--- src/rtl/ifetch_pkg.sv ---
// Shared types and sizing for the prefetching fetch stage.
// Optional perf counters are enabled with IFETCH_PERF_EN.
package ifetch_pkg;

   localparam int IF_XLEN      = 32;
   localparam int IF_AW        = 32;
   localparam int IF_DEPTH     = 4;
   localparam int IF_MAX_OUTST = 2;

   localparam int CNT_W   = $clog2(IF_DEPTH) + 1;
   localparam int OUTST_W = $clog2(IF_MAX_OUTST) + 1;

   typedef struct packed {
      logic [IF_XLEN-1:0] instr;
      logic [IF_AW-1:0]   npc;
   } fetch_entry_t;

endpackage

--- src/rtl/ifetch_fifo.sv ---
// Small synchronous FIFO with flush, used for fetch entries and tags.
// Push is accepted when full only if a pop happens in the same cycle.
module ifetch_fifo #(
   parameter int W     = 8,
   parameter int DEPTH = 4
) (
   input  logic                   clk,
   input  logic                   rst_n,
   input  logic                   flush,
   input  logic                   push,
   input  logic [W-1:0]           din,
   input  logic                   pop,
   output logic [W-1:0]           dout,
   output logic [$clog2(DEPTH):0] count
);

   localparam int PW = $clog2(DEPTH);

   logic [W-1:0]  mem [DEPTH];
   logic [PW-1:0] wptr;
   logic [PW-1:0] rptr;
   logic          full;
   logic          empty;
   logic          do_push;
   logic          do_pop;

   assign empty   = (count == '0);
   assign full    = (count == (PW+1)'(DEPTH));
   assign do_pop  = pop & ~empty;
   assign do_push = push & (~full | do_pop);

   // Empty FIFO presents zero so the head is clean after reset/flush.
   assign dout = empty ? '0 : mem[rptr];

   // Pointer and occupancy tracking; flush empties in one cycle.
   always_ff @(posedge clk or negedge rst_n) begin
      if (!rst_n) begin
         wptr  <= '0;
         rptr  <= '0;
         count <= '0;
      end else if (flush) begin
         wptr  <= '0;
         rptr  <= '0;
         count <= '0;
      end else begin
         if (do_push)
            wptr <= wptr + 1'b1;
         if (do_pop)
            rptr <= rptr + 1'b1;
         case ({do_push, do_pop})
            2'b10:   count <= count + 1'b1;
            2'b01:   count <= count - 1'b1;
            default: count <= count;
         endcase
      end
   end

   // Storage array, no reset needed since dout is masked when empty.
   always_ff @(posedge clk) begin
      if (do_push && !flush)
         mem[wptr] <= din;
   end

endmodule

--- src/rtl/ifetch_prefetch.sv ---
// Instruction fetch stage with a credit-limited prefetch queue.
// IFETCH_PERF_EN adds perf_fetch/perf_flush/perf_stall counters.
module ifetch_prefetch
   import ifetch_pkg::*;
#(
   parameter int             XLEN      = IF_XLEN,
   parameter int             AW        = IF_AW,
   parameter int             DEPTH     = IF_DEPTH,
   parameter int             MAX_OUTST = IF_MAX_OUTST,
   parameter logic [AW-1:0]  RESET_PC  = '0,
   parameter int             PC_INC    = 1
) (
   input  logic                      clk,
   input  logic                      rst_n,
   input  logic                      ex_mem_pcsrc,
   input  logic [AW-1:0]             ex_mem_npc,
   output logic                      imem_req,
   output logic [AW-1:0]             imem_addr,
   input  logic                      imem_gnt,
   input  logic                      imem_rvalid,
   input  logic [XLEN-1:0]           imem_rdata,
   output logic                      if_id_valid,
   output logic [XLEN-1:0]           if_id_instr,
   output logic [AW-1:0]             if_id_npc,
   input  logic                      id_ready,
   output logic [$clog2(DEPTH):0]    fifo_count
`ifdef IFETCH_PERF_EN
   ,
   output logic [31:0]               perf_fetch,
   output logic [31:0]               perf_flush,
   output logic [31:0]               perf_stall
`endif
);

   localparam int CW = $clog2(DEPTH) + 1;
   localparam int OW = $clog2(MAX_OUTST) + 1;
   localparam int EW = XLEN + AW;

   logic [AW-1:0] pc;
   logic [OW-1:0] outst;
   logic [OW-1:0] drop;
   logic [CW:0]   occ;
   logic          fire;
   logic          kill;
   logic          keep;
   logic          pop;
   logic [EW-1:0] e_din;
   logic [EW-1:0] e_dout;
   logic [AW-1:0] tag;
   logic [CW-1:0] tcount;

   // Credit: queued entries plus in-flight requests never exceed DEPTH.
   assign occ = {1'b0, fifo_count} + (CW+1)'(outst);

   assign imem_req = rst_n & ~ex_mem_pcsrc
                   & (outst < OW'(MAX_OUTST))
                   & (occ < (CW+1)'(DEPTH));
   assign imem_addr = pc;
   assign fire      = imem_req & imem_gnt;

   // Responses are stale while drop>0 or when a redirect lands now.
   assign kill = imem_rvalid & (ex_mem_pcsrc | (drop != '0));
   assign keep = imem_rvalid & ~kill;

   assign if_id_valid = (fifo_count != '0) & ~ex_mem_pcsrc;
   assign pop         = if_id_valid & id_ready;

   assign e_din = {imem_rdata, tag + AW'(PC_INC)};
   assign {if_id_instr, if_id_npc} = e_dout;

   ifetch_fifo #(
      .W     (EW),
      .DEPTH (DEPTH)
   ) u_entry_q (
      .clk   (clk),
      .rst_n (rst_n),
      .flush (ex_mem_pcsrc),
      .push  (keep),
      .din   (e_din),
      .pop   (pop),
      .dout  (e_dout),
      .count (fifo_count)
   );

   // Tags follow every request, including ones later discarded.
   ifetch_fifo #(
      .W     (AW),
      .DEPTH (DEPTH)
   ) u_tag_q (
      .clk   (clk),
      .rst_n (rst_n),
      .flush (1'b0),
      .push  (fire),
      .din   (pc),
      .pop   (imem_rvalid),
      .dout  (tag),
      .count (tcount)
   );

   // PC: redirect wins, else advance on each accepted request.
   always_ff @(posedge clk or negedge rst_n) begin
      if (!rst_n)
         pc <= RESET_PC;
      else if (ex_mem_pcsrc)
         pc <= ex_mem_npc;
      else if (fire)
         pc <= pc + AW'(PC_INC);
   end

   // Outstanding request count.
   always_ff @(posedge clk or negedge rst_n) begin
      if (!rst_n)
         outst <= '0;
      else
         case ({fire, imem_rvalid})
            2'b10:   outst <= outst + 1'b1;
            2'b01:   outst <= outst - 1'b1;
            default: outst <= outst;
         endcase
   end

   // Drop count: everything in flight at a redirect is stale.
   always_ff @(posedge clk or negedge rst_n) begin
      if (!rst_n)
         drop <= '0;
      else if (ex_mem_pcsrc)
         drop <= outst - OW'(imem_rvalid);
      else if (kill)
         drop <= drop - 1'b1;
   end

   // A response needs a matching outstanding request and tag.
   a_rsp_has_req: assert property (
      @(posedge clk) disable iff (!rst_n)
      imem_rvalid |-> ((outst != '0) && (tcount != '0))
   );

`ifdef IFETCH_PERF_EN
   logic [31:0] flush_inc;

   assign flush_inc = (ex_mem_pcsrc ? 32'(fifo_count) : 32'd0)
                    + 32'(kill);

   // Free-running wrap-around performance counters.
   always_ff @(posedge clk or negedge rst_n) begin
      if (!rst_n) begin
         perf_fetch <= '0;
         perf_flush <= '0;
         perf_stall <= '0;
      end else begin
         perf_fetch <= perf_fetch + 32'(pop);
         perf_flush <= perf_flush + flush_inc;
         perf_stall <= perf_stall
                     + 32'(~if_id_valid & ~ex_mem_pcsrc);
      end
   end
`endif

endmodule

--- config.mk ---
export PLATFORM = sky130hd
export DESIGN_NAME = ifetch_prefetch
export DESIGN_NICKNAME = d
export VERILOG_FILES = /design/src/rtl/ifetch_pkg.sv /design/src/rtl/ifetch_fifo.sv /design/src/rtl/ifetch_prefetch.sv
export SDC_FILE = /design/constraint.sdc
export NUM_CORES = 1
export LEC_CHECK = 0
export ABC_CLOCK_PERIOD_IN_PS = 4130
export CAP_MARGIN = 25
export CORE_UTILIZATION = 38
export CTS_CLUSTER_SIZE = 25
export DETAILED_ROUTE_END_ITERATION = 12
export DONT_BUFFER_PORTS = 1
export HOLD_SLACK_MARGIN = 0.03
export PLACE_DENSITY_LB_ADDON = 0.2
export SYNTH_ARGS = -nofsm -noshare
export SYNTH_HDL_FRONTEND = slang
export SYNTH_HIERARCHICAL = 1
export SYNTH_SLANG_ARGS = --single-unit
export TNS_END_PERCENT = 30
--- constraint.sdc ---
create_clock -name clk -period 4.13 [get_ports clk]
set_input_delay 1.239 -clock clk [delete_from_list [all_inputs] [get_ports clk]]
set_output_delay 1.239 -clock clk [all_outputs]
set_load 0.005 [all_outputs]
==> results_dict.tcl <==
set metrics [dict create \
    outcome "finished clean" \
    dp.cells 1651 \
    area_growth_pct 12.47 \
    grt_use_total_pct 15.47 \
    drtPass1Iterations 5 \
    rrSetupSlack_ns 0.90 \
    setup_viol 0 \
    synth_flop_cell "edfxtp_1" \
    initial_core_util_pct 38.66 \
    switching_share_pct 21.71 \
    syn_nets 1158 \
    h-tree-depth 2 \
    whs_ns 0.3640 \
    final_layout_size_suffix_gt1_share_pct 19.09 \
    timing.rr.end "u_entry_q/mem[3][26]" \
    comb_power_share_pct 5.4 \
    async_flop_share_pct 11.52 \
    use_met3_pct 4.443 \
    io_pins 171 \
    worst-setup-path-type "reg -> out" \
    wl_per_cell_um 21.82 \
    die_h_um 222.6 \
    dieArea_um2 49560 \
    globalplace.congestion 0.7534 \
    ant_nets 0 \
    die_x_um 222.6 \
    cp.arrival_ns 2.35 \
    start_kind "flip-flop" \
    clock_insertion_delay_worst_skew_ns 0.58 \
    totalWireLength_um 37870 \
    overflow 0 \
    post-cts-setup-buffers 0 \
    synthTopCellsByArea "edfxtp_1 62%, mux4_2 12%, dfrtp_1 6.8%" \
    cts-buffers-inserted 46 \
    slew_viol_final 0 \
    ys_seq_elements 434 \
    critPathMaxFanout 18 \
    fin_ws_ns 0.5446 \
    netlist_instances 1072 \
    timing.final.hold_violations 0 \
    hold_class "in -> async" \
    grt_max_degree 66 \
    drc 0 \
    rsz0062_at_grt "no" \
    p_sw_mw 2.166 \
    cts_resized 0 \
    cts.path.max_buffers 3 \
    worstPathRequired_ns 2.89 \
    row_count 80 \
    pwr-share-seq_pct 51.3 \
    r2r_start "u_tag_q/rptr[0]" \
    p_leak_nw 6.619 \
    synth_cell_types 67 \
    yosys.area.top_type "edfxtp_1" \
    drt-initial-drc-count 480 \
    r2r_cells 8 \
    skew_ns 0.02312 \
    synth.top_cell.area_share_pct 62.34 \
    min_period_ns 3.585 \
    place_ws_ns 0.6363 \
    grtUsageMet1_pct 20.69 \
    final_common_cell "edfxtp_1" \
    io_buffers 0 \
    hpwl_um 23310 \
    synth-edff-count 384 \
    fin_nets 1170 \
    cap_violations 0 \
    ys_warn_count 6 \
    max_slew.worst_pin.slew_ns 1.028 \
    antenna_cells 0 \
    synth_area_per_cell_um2 17.25 \
    vias 9270 \
    p_int_mw 7.808 \
    coreArea_um2 47850 \
    post-route-period-util_pct 86.81 \
    clockRootBuffer "clkbuf_16" \
    grt_first_pass_wirelength_um 58080 \
    clkTransAtPathRegs_ns 0.06 \
    stdcell_area_um2 20800 \
    instances_no_fill 1736 \
    numClockSinks 434 \
    drt-vias-per-instance 5.340 \
    irDropWorstVdd_mv 0.3276 \
    cts_tree "built" \
    most-common-layout-cells "384 x edfxtp_1, 96 x nor2b_1, 95 x mux4_2, 54 x nand2_1, 47 x dfrtp_1" \
    tns_ns 0 \
    met2_usage_pct 24.61 \
    total_power_mw 9.973 \
    grt_antenna_before_repair 0 \
    p_per_area_nw_per_um2 479.4 \
    end_kind "output port" \
    holdBufCountCts 0 \
    seq_area_frac_synth_pct 69.11 \
    syn-cell-area_um2 18500 \
    placed_cell_area_um2 19210 \
    clkPwrFrac_pct 43.2 \
    slew_headroom_pct 31.21 \
    timing.fmax_mhz 278.9 \
    fillCellCount 4253 \
    grt_busiest_layer "met2" \
    fin_util_pct 43.48 \
    grt_pass1_vias 9472 \
]
-- worst max-delay path by stage --
stage / from / endpoint / depth (start not counted)
after floorplan: ex_mem_pcsrc / u_entry_q/mem[3][0] / 8
after global placement: ex_mem_pcsrc / u_entry_q/mem[0][52] / 6
after CTS: u_entry_q/rptr[0] / if_id_npc[19] / 3
final: u_entry_q/rptr[0] / if_id_instr[25] / 3
after global routing: u_entry_q/rptr[0] / if_id_instr[27] / 3
after detailed placement: ex_mem_pcsrc / u_entry_q/mem[0][52] / 6
-- metal layers --
metal / up-vias / wire length (µm)
li1: 4231 / -
met4: 0 / 763
met3: 52 / 2339
met5: - / 0
met1: 4740 / 16800
met2: 247 / 17970
-- registers in the layout, summed over array words and instances, names as in the netlist, 3 cells and up --
name / flops
u_entry_q/count: 3
u_tag_q/mem: 128
u_tag_q/count: 3
imem_addr: 32
u_entry_q/mem: 256
-- power groups by stage --
stage / Combinational, mW / Sequential (mW) / Clock (mW)
floorplan: 0.462 / 5.14 / 0
global placement: 0.543 / 5.21 / 0
detailed placement: 0.552 / 5.22 / 0
CTS: 0.554 / 5.12 / 4.43
global route: 0.614 / 5.14 / 4.58
finish: 0.543 / 5.12 / 4.31
-- cell usage after synthesis (12+ instances only) --
cell,count
edfxtp_1,384
a21oi_1,12
ha_1,14
nor2b_1,96
buf_2,20
xnor2_1,28
dfrtp_1,50
o21ai_0,17
o211ai_1,14
mux4_2,95
clkbuf_1,18
nand2_1,54
nor2_1,31
xor2_1,24
inv_1,17
nand3_1,31
and2_1,16
nand4_1,22
-- logic make-up after synthesis --
| family | after synthesis | share of synthesized area [%] |
|---|---|---|
| flip-flops | 434 | 69.11 |
| AO/OA/AOI/OAI | 82 | 2.949 |
| adder cells (fa/ha/maj) | 16 | 1.164 |
| buffers and inverters | 76 | 2.428 |
| AND/OR/NAND/NOR | 309 | 9.815 |
| XOR/XNOR | 52 | 2.462 |
| other | 1 | 0.02027 |
| multiplexers | 102 | 12.05 |
-- area by class of cell --
type	count	area, µm²	share of cell area, %
Sequential cell	434	12790	61.48
Multi-Input combinational cell	562	5283	25.39
Clock buffer	50	1166	5.606
Tap cell	615	769.5	3.699
Clock inverter	35	425.4	2.045
Timing Repair Buffer	22	302.8	1.456
Inverter	18	67.56	0.3248
-- critical path: stages, from the launching register on --
cell	delay (ns)
dfrtp_4	0.67
buf_4	0.36
mux4_2	0.55
nor2b_1	0.17
Note: power is estimated with default switching activity, not from simulation.
